$ cat src/rtl/vga_sync_gen.sv
// Raster timing generator: h/v position counters with registered sync, blank and
// frame-tick outputs that are aligned with pix_x/pix_y in every cycle.
module vga_sync_gen #(
   parameter int H_VISIBLE       = 640,
   parameter int H_FRONT         = 16,
   parameter int H_SYNC          = 96,
   parameter int H_BACK          = 48,
   parameter int V_VISIBLE       = 480,
   parameter int V_FRONT         = 10,
   parameter int V_SYNC          = 2,
   parameter int V_BACK          = 33,
   parameter bit SYNC_ACTIVE_LOW = 1'b1
) (
   input  logic       clk,
   input  logic       rst_n,
   input  logic       pix_en,
   output logic       hsync,
   output logic       vsync,
   output logic       video_active,
   output logic [9:0] pix_x,
   output logic [9:0] pix_y,
   output logic [9:0] frame_counter,
   output logic       frame_tick
);

   localparam int H_TOTAL = H_VISIBLE + H_FRONT + H_SYNC + H_BACK;
   localparam int V_TOTAL = V_VISIBLE + V_FRONT + V_SYNC + V_BACK;

   // 11-bit constants so a total of exactly 1024 does not alias to 0
   localparam logic [10:0] H_LAST   = 11'(H_TOTAL - 1);
   localparam logic [10:0] V_LAST   = 11'(V_TOTAL - 1);
   localparam logic [10:0] H_VIS    = 11'(H_VISIBLE);
   localparam logic [10:0] V_VIS    = 11'(V_VISIBLE);
   localparam logic [10:0] HS_START = 11'(H_VISIBLE + H_FRONT);
   localparam logic [10:0] HS_END   = 11'(H_VISIBLE + H_FRONT + H_SYNC);
   localparam logic [10:0] VS_START = 11'(V_VISIBLE + V_FRONT);
   localparam logic [10:0] VS_END   = 11'(V_VISIBLE + V_FRONT + V_SYNC);
   localparam logic        IDLE     = SYNC_ACTIVE_LOW;

   logic [9:0] h, v, h_nxt, v_nxt;
   logic       wrap_h, wrap_f;
   logic       hs_on, vs_on, act_nxt, tick_nxt;

   always_comb begin
      wrap_h = ({1'b0, h} == H_LAST);
      wrap_f = wrap_h && ({1'b0, v} == V_LAST);
      h_nxt  = wrap_h ? 10'd0 : h + 10'd1;
      v_nxt  = v;
      if (wrap_h)
         v_nxt = wrap_f ? 10'd0 : v + 10'd1;
   end

   // Output decodes look at the position being loaded, so the registered
   // flags describe the same pixel as the counters after the edge.
   always_comb begin
      hs_on    = ({1'b0, h_nxt} >= HS_START) && ({1'b0, h_nxt} < HS_END);
      vs_on    = ({1'b0, v_nxt} >= VS_START) && ({1'b0, v_nxt} < VS_END);
      act_nxt  = ({1'b0, h_nxt} < H_VIS) && ({1'b0, v_nxt} < V_VIS);
      tick_nxt = ({1'b0, h_nxt} == H_LAST) && ({1'b0, v_nxt} == V_LAST);
   end

   always_ff @(posedge clk or negedge rst_n) begin
      if (!rst_n) begin
         h             <= '0;
         v             <= '0;
         hsync         <= IDLE;
         vsync         <= IDLE;
         video_active  <= 1'b1;
         frame_tick    <= 1'b0;
         frame_counter <= '0;
      end else if (pix_en) begin
         h            <= h_nxt;
         v            <= v_nxt;
         hsync        <= hs_on ^ IDLE;
         vsync        <= vs_on ^ IDLE;
         video_active <= act_nxt;
         frame_tick   <= tick_nxt;
         if (wrap_f)
            frame_counter <= frame_counter + 10'd1;
      end
   end

   assign pix_x = h;
   assign pix_y = v;

endmodule

$ cat config.mk
export PLATFORM = sky130hd
export DESIGN_NAME = vga_sync_gen
export DESIGN_NICKNAME = d
export VERILOG_FILES = /design/src/rtl/vga_sync_gen.sv
export SDC_FILE = /design/constraint.sdc
export NUM_CORES = 1
export LEC_CHECK = 0
export BUFFER_PORTS_ARGS = -buffer_cell sky130_fd_sc_hd__buf_2
export CAP_MARGIN = 20
export CORE_ASPECT_RATIO = 0.5
export CORE_MARGIN = 4
export CORE_UTILIZATION = 56
export DETAILED_ROUTE_END_ITERATION = 7
export PLACE_DENSITY = 0.84
export SYNTH_ARGS = -nofsm -noshare
export SYNTH_HDL_FRONTEND = slang
export SYNTH_SLANG_ARGS = --single-unit
$ cat constraint.sdc
create_clock -name clk -period 3.6 [get_ports clk]
set_input_delay 0 -clock clk [delete_from_list [all_inputs] [get_ports clk]]
set_output_delay 0 -clock clk [all_outputs]
set_load 0.005 [all_outputs]
# After elaboration in Yosys (flattened, before gate mapping)
# Index checks and enable logic that the tools add are counted.
word_totals:
  register_bits: 34
  wordCells: 31
classes:
  mux: 3
  n_bitwise: 2
  n_lt_le_gt_ge: 6
  eq_ne: 4
  add_sub_neg: 3
  reduce_logical: 6
op_table:
  columns: ["cell", "count"]
  rows:
  - ["$eq A10 B10 Y1 const B", 4]
  - ["$add A10 B1 Y10 const B", 3]
  - ["$mux W10", 3]
  - ["$lt A10 B10 Y1 const B", 2]
  - ["$lt A10 B9 Y1 const B", 2]
  - ["$ge A10 B10 Y1 const B", 1]
  - ["$ge A10 B9 Y1 const B", 1]
  - ["$logic_and A1 B1 Y1", 5]
  - ["$not A1 Y1", 2]
  - ["$reduce_and A2 Y1", 1]

# Logic depth before layout (Yosys ltp)
# Gate-level depths: netlist of run 1.
depth:
  depth_word: 7
  mapped_depth: 9
  depth_no_buf: 8

# Worst setup path before layout of run 1
# No wires, ideal clock.
synth_timing:
  path_type: "register -> register"
  startpoint: "register h[1] (netlist: pix_x[1])"
  endpoint: "register vsync"
  stages_incl_launch_ff: 9
  slack_ns: 1.449
  t_required_ns: 3.495
  t_arrival_ns: 2.047
  path_buffers: 1
  cell_sequence: "dfrtp_1 ha_1 and4_1 buf_2 nand3_1 nor3_1 o21ai_0 a2111oi_2 a41oi_1"
synth_via:
  elab_chain_len: 7
synth_lines:
  columns: ["item", "line_no", "rtl"]
  rows:
  - ["start: declaration", "40", "logic [9:0] h, v, h_nxt, v_nxt;"]
  - ["start signal: assignment", "72", "h <= h_nxt;"]
  - ["$eq A10 B10 Y1 (*)", "45", "wrap_h = ({1'b0, h} == H_LAST);"]
  - ["$logic_and A1 B1 Y1", "46", "wrap_f = wrap_h && ({1'b0, v} == V_LAST);"]
  - ["$mux W10", "50", "v_nxt = wrap_f ? 10'd0 : v + 10'd1;"]
  - ["$mux W10 (*)", "49", "if (wrap_h)"]
  - ["$ge A10 B9 Y1 or $lt A10 B9 Y1 (tied branches)", "57", "vs_on = ({1'b0, v_nxt} >= VS_START) && ({1'b0, v_nxt} < VS_END);"]
  - ["$logic_and A1 B1 Y1 (*)", "57", null]
  - ["$not A1 Y1 (no line) (*)", null, null]
  - ["end signal: assignment", "75", "vsync <= vs_on ^ IDLE;"]
  - ["end: declaration", "18", "output logic vsync,"]
# Mark *: on every way between the ends. The rest lies on a longest branch, timed or not.
# A chain may end at the register's enable or synchronous reset.

# Worst setup path in the final report of run 1
# Ends and elaborated chain as after synthesis.

==> flow_summary.yaml, run 1 <==
floorplan:
  start_util_pct: 60.2
  ioPinCount: 37
  core_area_um2: 3570
  dieArea_um2: 4950
  fp-row-count: 15
  die-height_um: 51.8
  die_x_um: 95.6
cts:
  cts_sinks: 34
  cts_tree: "done"
  clock_path_buffers: 2
  cts_buffers: 5
  clkLatencyLatePin_ns: 0.30
  htree_num_levels: 2
  root_buffer: "clkbuf_8"
  clk_pin_slew_worst_paths_ns: 0.07
final_layout:
  antenna_cells: 0
  syn2layout_area_growth_pct: 12.1
  register_area_um2: 855
  fillers: 290
  final_layout_size_suffix_gt1_share_pct: 20.4
  multi_input_area_um2: 1160
  nets: 276
  final_common_cell: "buf_2"
  post-route-util_pct: 67.5
  final_cell_mix: "36 x buf_2, 31 x dfrtp_1, 27 x nand2_1"
synthesis:
  synthFlopType: "dfrtp_1"
  async_flop_share_pct: 100
  ys_types: 50
  ys_warn_count: 0
  synth_edf_count: 0
  synth_area_per_cell_um2: 8.91
  synth.net_count: 249
  syn_inst: 241
  synth-seq-cells: 34
  syn-cell-area_um2: 2150
  yosysSeqAreaShare_pct: 39.8
routing:
  num_vias: 1912
  drcViolationCount: 0
  drt-initial-drc-count: 173
  drt-total-wl_um: 4780
  wl_per_cell_um: 14.9
  first_pass_iters: 4
  via_per_inst: 5.98
  ant_nets: 0
timing:
  slew_headroom_pct: 42.9
  finalHoldViolCount: 0
  min_period_ns: 2.59
  period_share_pct: 71.9
  fin_ws_ns: 1.01
  fmax_mhz: 387
  setup_tns_ns: 0
  tightest_slew_ns: 0.849
  rsz0062_at_grt: "no"
  skew_ns: 0.00770
  drv_slew: 0
  finalSetupViolations: 0
setup_path:
  cpMaxStageDelayCell: "and3_1"
  reg2reg_depth: 7
  crit_fanout: 12
  slowest_delay_ns: 0.46
  critPathLaunchType: "register"
  worstSetupEndpointType: "register"
  required_ns: 3.79
  crit_type: "reg -> reg"
  arrival_ns: 2.78
  crit_chain: "ha_1 > and4_1 > and3_1 > nand2_1 > mux2i_1 > a2111oi_2 > a41oi_1"
run_status:
  outcome: "completed"
global_route:
  grt_usage_pct: 20.5
  grt_util_met1_pct: 26.9
  antenna_found_initial: 0
  grt_max_degree: 35
  gr-max-usage-layer: "met2"
  grt_pass1_vias: 1678
  grt-ovfl-total: 0
  grt_util_met3_pct: 6.21
  grt.met2_usage_pct: 31.8
  grt_pass1_wl_um: 7810
worst_hold_path:
  hold_depth: 3
  hp-class: "in -> reg"
placed_design:
  gp_congestion: 0.916
  hpwl_um: 3410
  port_buffers: 36
  dp_slack_ns: 1.08
job:
  maxCapViolations: 0
pwr:
  p_leak_nw: 1.07
  power.total_mw: 1.11
  power_density_nw_per_um2: 463
  worst_ir_drop_vdd_v: 0.000348
-- flip-flops by register name, indices dropped and copies added, names as in the netlist --
name,flops
vsync,1
video_active,1
frame_counter,10
pix_x,10
frame_tick,1
hsync,1
pix_y,10
-- through the flow --
step	instance area, um^2	hold WS, ns	instances
after CTS	2410	0.122	320
after global routing	2410	0.161	320
after floorplan	2150	-0.296	241
after global placement	2300	0.101	311
final	2410	0.124	320
after detailed placement	2300	0.115	311
-- critical path, delay by kind of cell (launching register included) --
family          cells  cell delay (ns)
simple gates        3             1.01
compound gates      2             0.58
flops               1             0.45
fa+ha+maj           1             0.28
mux                 1             0.16
-- layer usage --
layer | part of all wire [%] | wire length [um] | up-vias
li1 | - | - | 923
met1 | 45 | 2150 | 887
met2 | 43 | 2070 | 86
met3 | 9.7 | 462 | 16
met4 | 1.9 | 93 | 0
met5 | 0 | 0 | -
-- area by class of cell --
type | instances | area share [%]
Sequential cell | 34 | 35.5
Clock buffer | 6 | 3.43
Tap cell | 51 | 2.65
Timing Repair Buffer | 38 | 8.21
Clock inverter | 2 | 0.519
Multi-Input combinational cell | 179 | 48.2
Inverter | 10 | 1.56
-- power breakdown --
group          total (mW)  switching (mW)  internal [mW]
registers           0.543           0.110          0.432
logic               0.270           0.131          0.139
clock network       0.302           0.148          0.154
total                1.11           0.389          0.725
-- cells in the mapped netlist, types with 3 or more instances --
master,count,share of area (%)
dfrtp_1,31,36
nand4_1,13,3.8
nor3_1,4,0.93
o21ai_0,12,2.8
a31oi_1,5,1.5
nand2_1,27,4.7
nand3_1,11,2.6
xor2_1,9,3.7
inv_1,10,1.7
o31ai_1,4,1.4
dfstp_2,3,3.7
xnor2_1,13,5.3
nor2b_1,3,0.87
and3_1,5,1.5
buf_2,5,1.2
clkbuf_1,8,1.4
nor2_1,18,3.1
a21oi_1,12,2.8
o32ai_1,3,1.2
buf_6,3,1.6
ha_1,5,2.9
-- worst paths after layout --
| path | end | slack (ns) | from |
|---|---|---|---|
| max in group asynchronous | pix_x[8] | 2.82 | rst_n |
| setup / recovery | vsync | 1.01 | pix_x[1] |
| hold / removal | hsync | 0.12 | pix_en |
| setup reg to reg | vsync | 1.01 | pix_x[1] |
| hold reg to reg | frame_counter[9] | 0.46 | frame_counter[9] |
| min in group asynchronous | frame_counter[7] | 0.30 | rst_n |
-- what timing repair did --
item / in CTS / in global routing
hold endpoints to repair: 31 / 0
endpoints found under the setup margin: 0 / 0
buffers inserted: 0 / 0
gates resized for setup: 0 / 0
hold buffers: 1 / 0
-- cells by family after synthesis --
group	Yosys count	synth area share (%)
mux	4	1.98
buf+inv	28	6.23
fa+ha+maj	5	2.91
compound gates	53	16.7
flops	34	39.8
xor+xnor	22	8.97
simple gates	95	23.5
Note: power is estimated with default switching activity, not from simulation.
==> run 2: changes to the inputs <==
Settings changed: CORE_UTILIZATION 56 to 50, PLACE_DENSITY 0.84 to 0.79.
Clock period 3.6 ns to 2.2 ns, I/O delays scaled along.
==> run 2 against run 1 <==
Effect of this change: cell count up 9.4%; power grew 82%; die area up 11%; clock power is 98% higher.
==> flow_summary.yaml, run 2 (synthesis results as in run 1) <==
placed_design:
  dp.cells: 339
  port_buffers: 36
  gp_congestion: 0.898
  hpwl_um: 3750
setup_path:
  arrival_ns: 2.28
  required_ns: 2.38
  crit_type: "reg -> reg"
  critPathLaunchType: "register"
  crit_fanout: 6
  worstSetupEndpointType: "register"
timing:
  slew_headroom_pct: 50.0
  period_share_pct: 95.2
  finalHoldViolCount: 0
  rsz0062_at_grt: "yes"
  drv_slew: 0
  tightest_slew_ns: 0.750
  fmax_mhz: 477
  skew_ns: 0.0132
  finalSetupViolations: 0
  min_period_ns: 2.10
global_route:
  grt_max_degree: 35
  grt_usage_pct: 20.5
  grt-ovfl-total: 0
  antenna_found_initial: 0
  grt_pass1_wl_um: 8830
  grt_pass1_vias: 1909
pwr:
  worst_ir_drop_vdd_v: 0.000454
  p_leak_nw: 1.23
  power_density_nw_per_um2: 765
final_layout:
  final_layout_size_suffix_gt1_share_pct: 28.4
  antenna_cells: 0
  fillers: 327
  syn2layout_area_growth_pct: 23.1
  nets: 304
  final_cell_mix: "36 x buf_2, 31 x dfrtp_1, 29 x buf_4"
  layout.cells.non_filler: 350
  final_common_cell: "buf_2"
  post-route-util_pct: 65.7
routing:
  num_vias: 2037
  wl_per_cell_um: 14.6
  drt-total-wl_um: 5110
  via_per_inst: 5.82
  drt-initial-drc-count: 134
  drcViolationCount: 0
  ant_nets: 0
  first_pass_iters: 4
floorplan:
  core_area_um2: 4020
  ioPinCount: 37
  dieArea_um2: 5470
  start_util_pct: 53.4
  fp-row-count: 16
  die-height_um: 54.4
  die_x_um: 101
cts:
  clk_pin_slew_worst_paths_ns: 0.08
  cts_tree: "done"
  clock_path_buffers: 2
  clkLatencyLatePin_ns: 0.30
  root_buffer: "clkbuf_8"
  cts_sinks: 34
  htree_num_levels: 2
  cts_buffers: 5
run_status:
  outcome: "completed"
job:
  maxCapViolations: 0
worst_hold_path:
  hp-class: "in -> reg"
-- run 2: cell types whose count changed in the layout (fill, tap and decap cells not counted), sizes merged --
cell      change
bufinv        +1
clkinvlp      -1
buf          +28
clkinv        -1
-- run 2: cell type report --
type | count | area, um^2 | share of cell area [%]
tap | 54 | 67.6 | 2.55
inverter | 10 | 37.5 | 1.42
clock buffer | 6 | 82.6 | 3.12
timing repair buffer | 66 | 408 | 15.4
sequential | 34 | 855 | 32.3
clock inverter | 1 | 30.0 | 1.14
multi-input combinational | 179 | 1160 | 44.0
-- run 2: what timing repair did --
action,CTS,global route
buffers inserted,0,3
hold endpoints to repair,31,0
hold buffers,1,0
gates resized for setup,0,2
setup endpoints to repair,0,7
-- run 2: worst max-delay path: stages (launching register included) --
cell       delay [ns]
dfrtp_1          0.41
nor4b_4          0.37
and3_2           0.29
nand2_1          0.10
mux2i_1          0.15
a2111oi_2        0.46
a41oi_1          0.19
-- run 2: metal layers --
metal  vias up  track usage (%)  share of wire [%]  wire (um)
met3         9             3.94                6.4        326
met1       982             26.5                 45       2320
li1        978                -                  -          -
met4         0             8.05                1.4         74
met5         -                0                  0          0
met2        68             34.7                 47       2390
-- run 2: path summary, 6_finish.rpt --
kind                                  start          endpoint  slack, ns  cells past startpoint
setup / recovery                   pix_x[5]             vsync       0.10                      6
hold / removal                       pix_en             hsync       0.12                      3
setup reg to reg                   pix_x[5]             vsync       0.10                      6
max in group asynchronous             rst_n  frame_counter[8]       1.41                      2
hold reg to reg            frame_counter[9]  frame_counter[9]       0.47                      1
min in group asynchronous             rst_n          pix_x[5]       0.30                      2
-- run 2: power breakdown --
group / total (mW) / internal, mW / switching [mW]
Sequential: 0.807 / 0.709 / 0.0984
Combinational: 0.619 / 0.300 / 0.319
Clock: 0.597 / 0.362 / 0.235
Total: 2.02 / 1.37 / 0.652
-- run 2: stage by stage --
step	total power [mW]	setup WS [ns]	TNS (ns)	instance area (um^2)	hold WS, ns
2_1_floorplan	1.18	0.0487	0	2150	-0.296
3_3_place_gp	1.40	0.105	0	2490	0.0974
3_5_place_dp	1.42	0.0375	0	2490	0.119
4_1_cts	2.02	0.0209	0	2620	0.117
5_1_grt	2.15	-0.0486	-0.0833	2650	0.137
6_report	2.02	0.105	0	2650	0.120
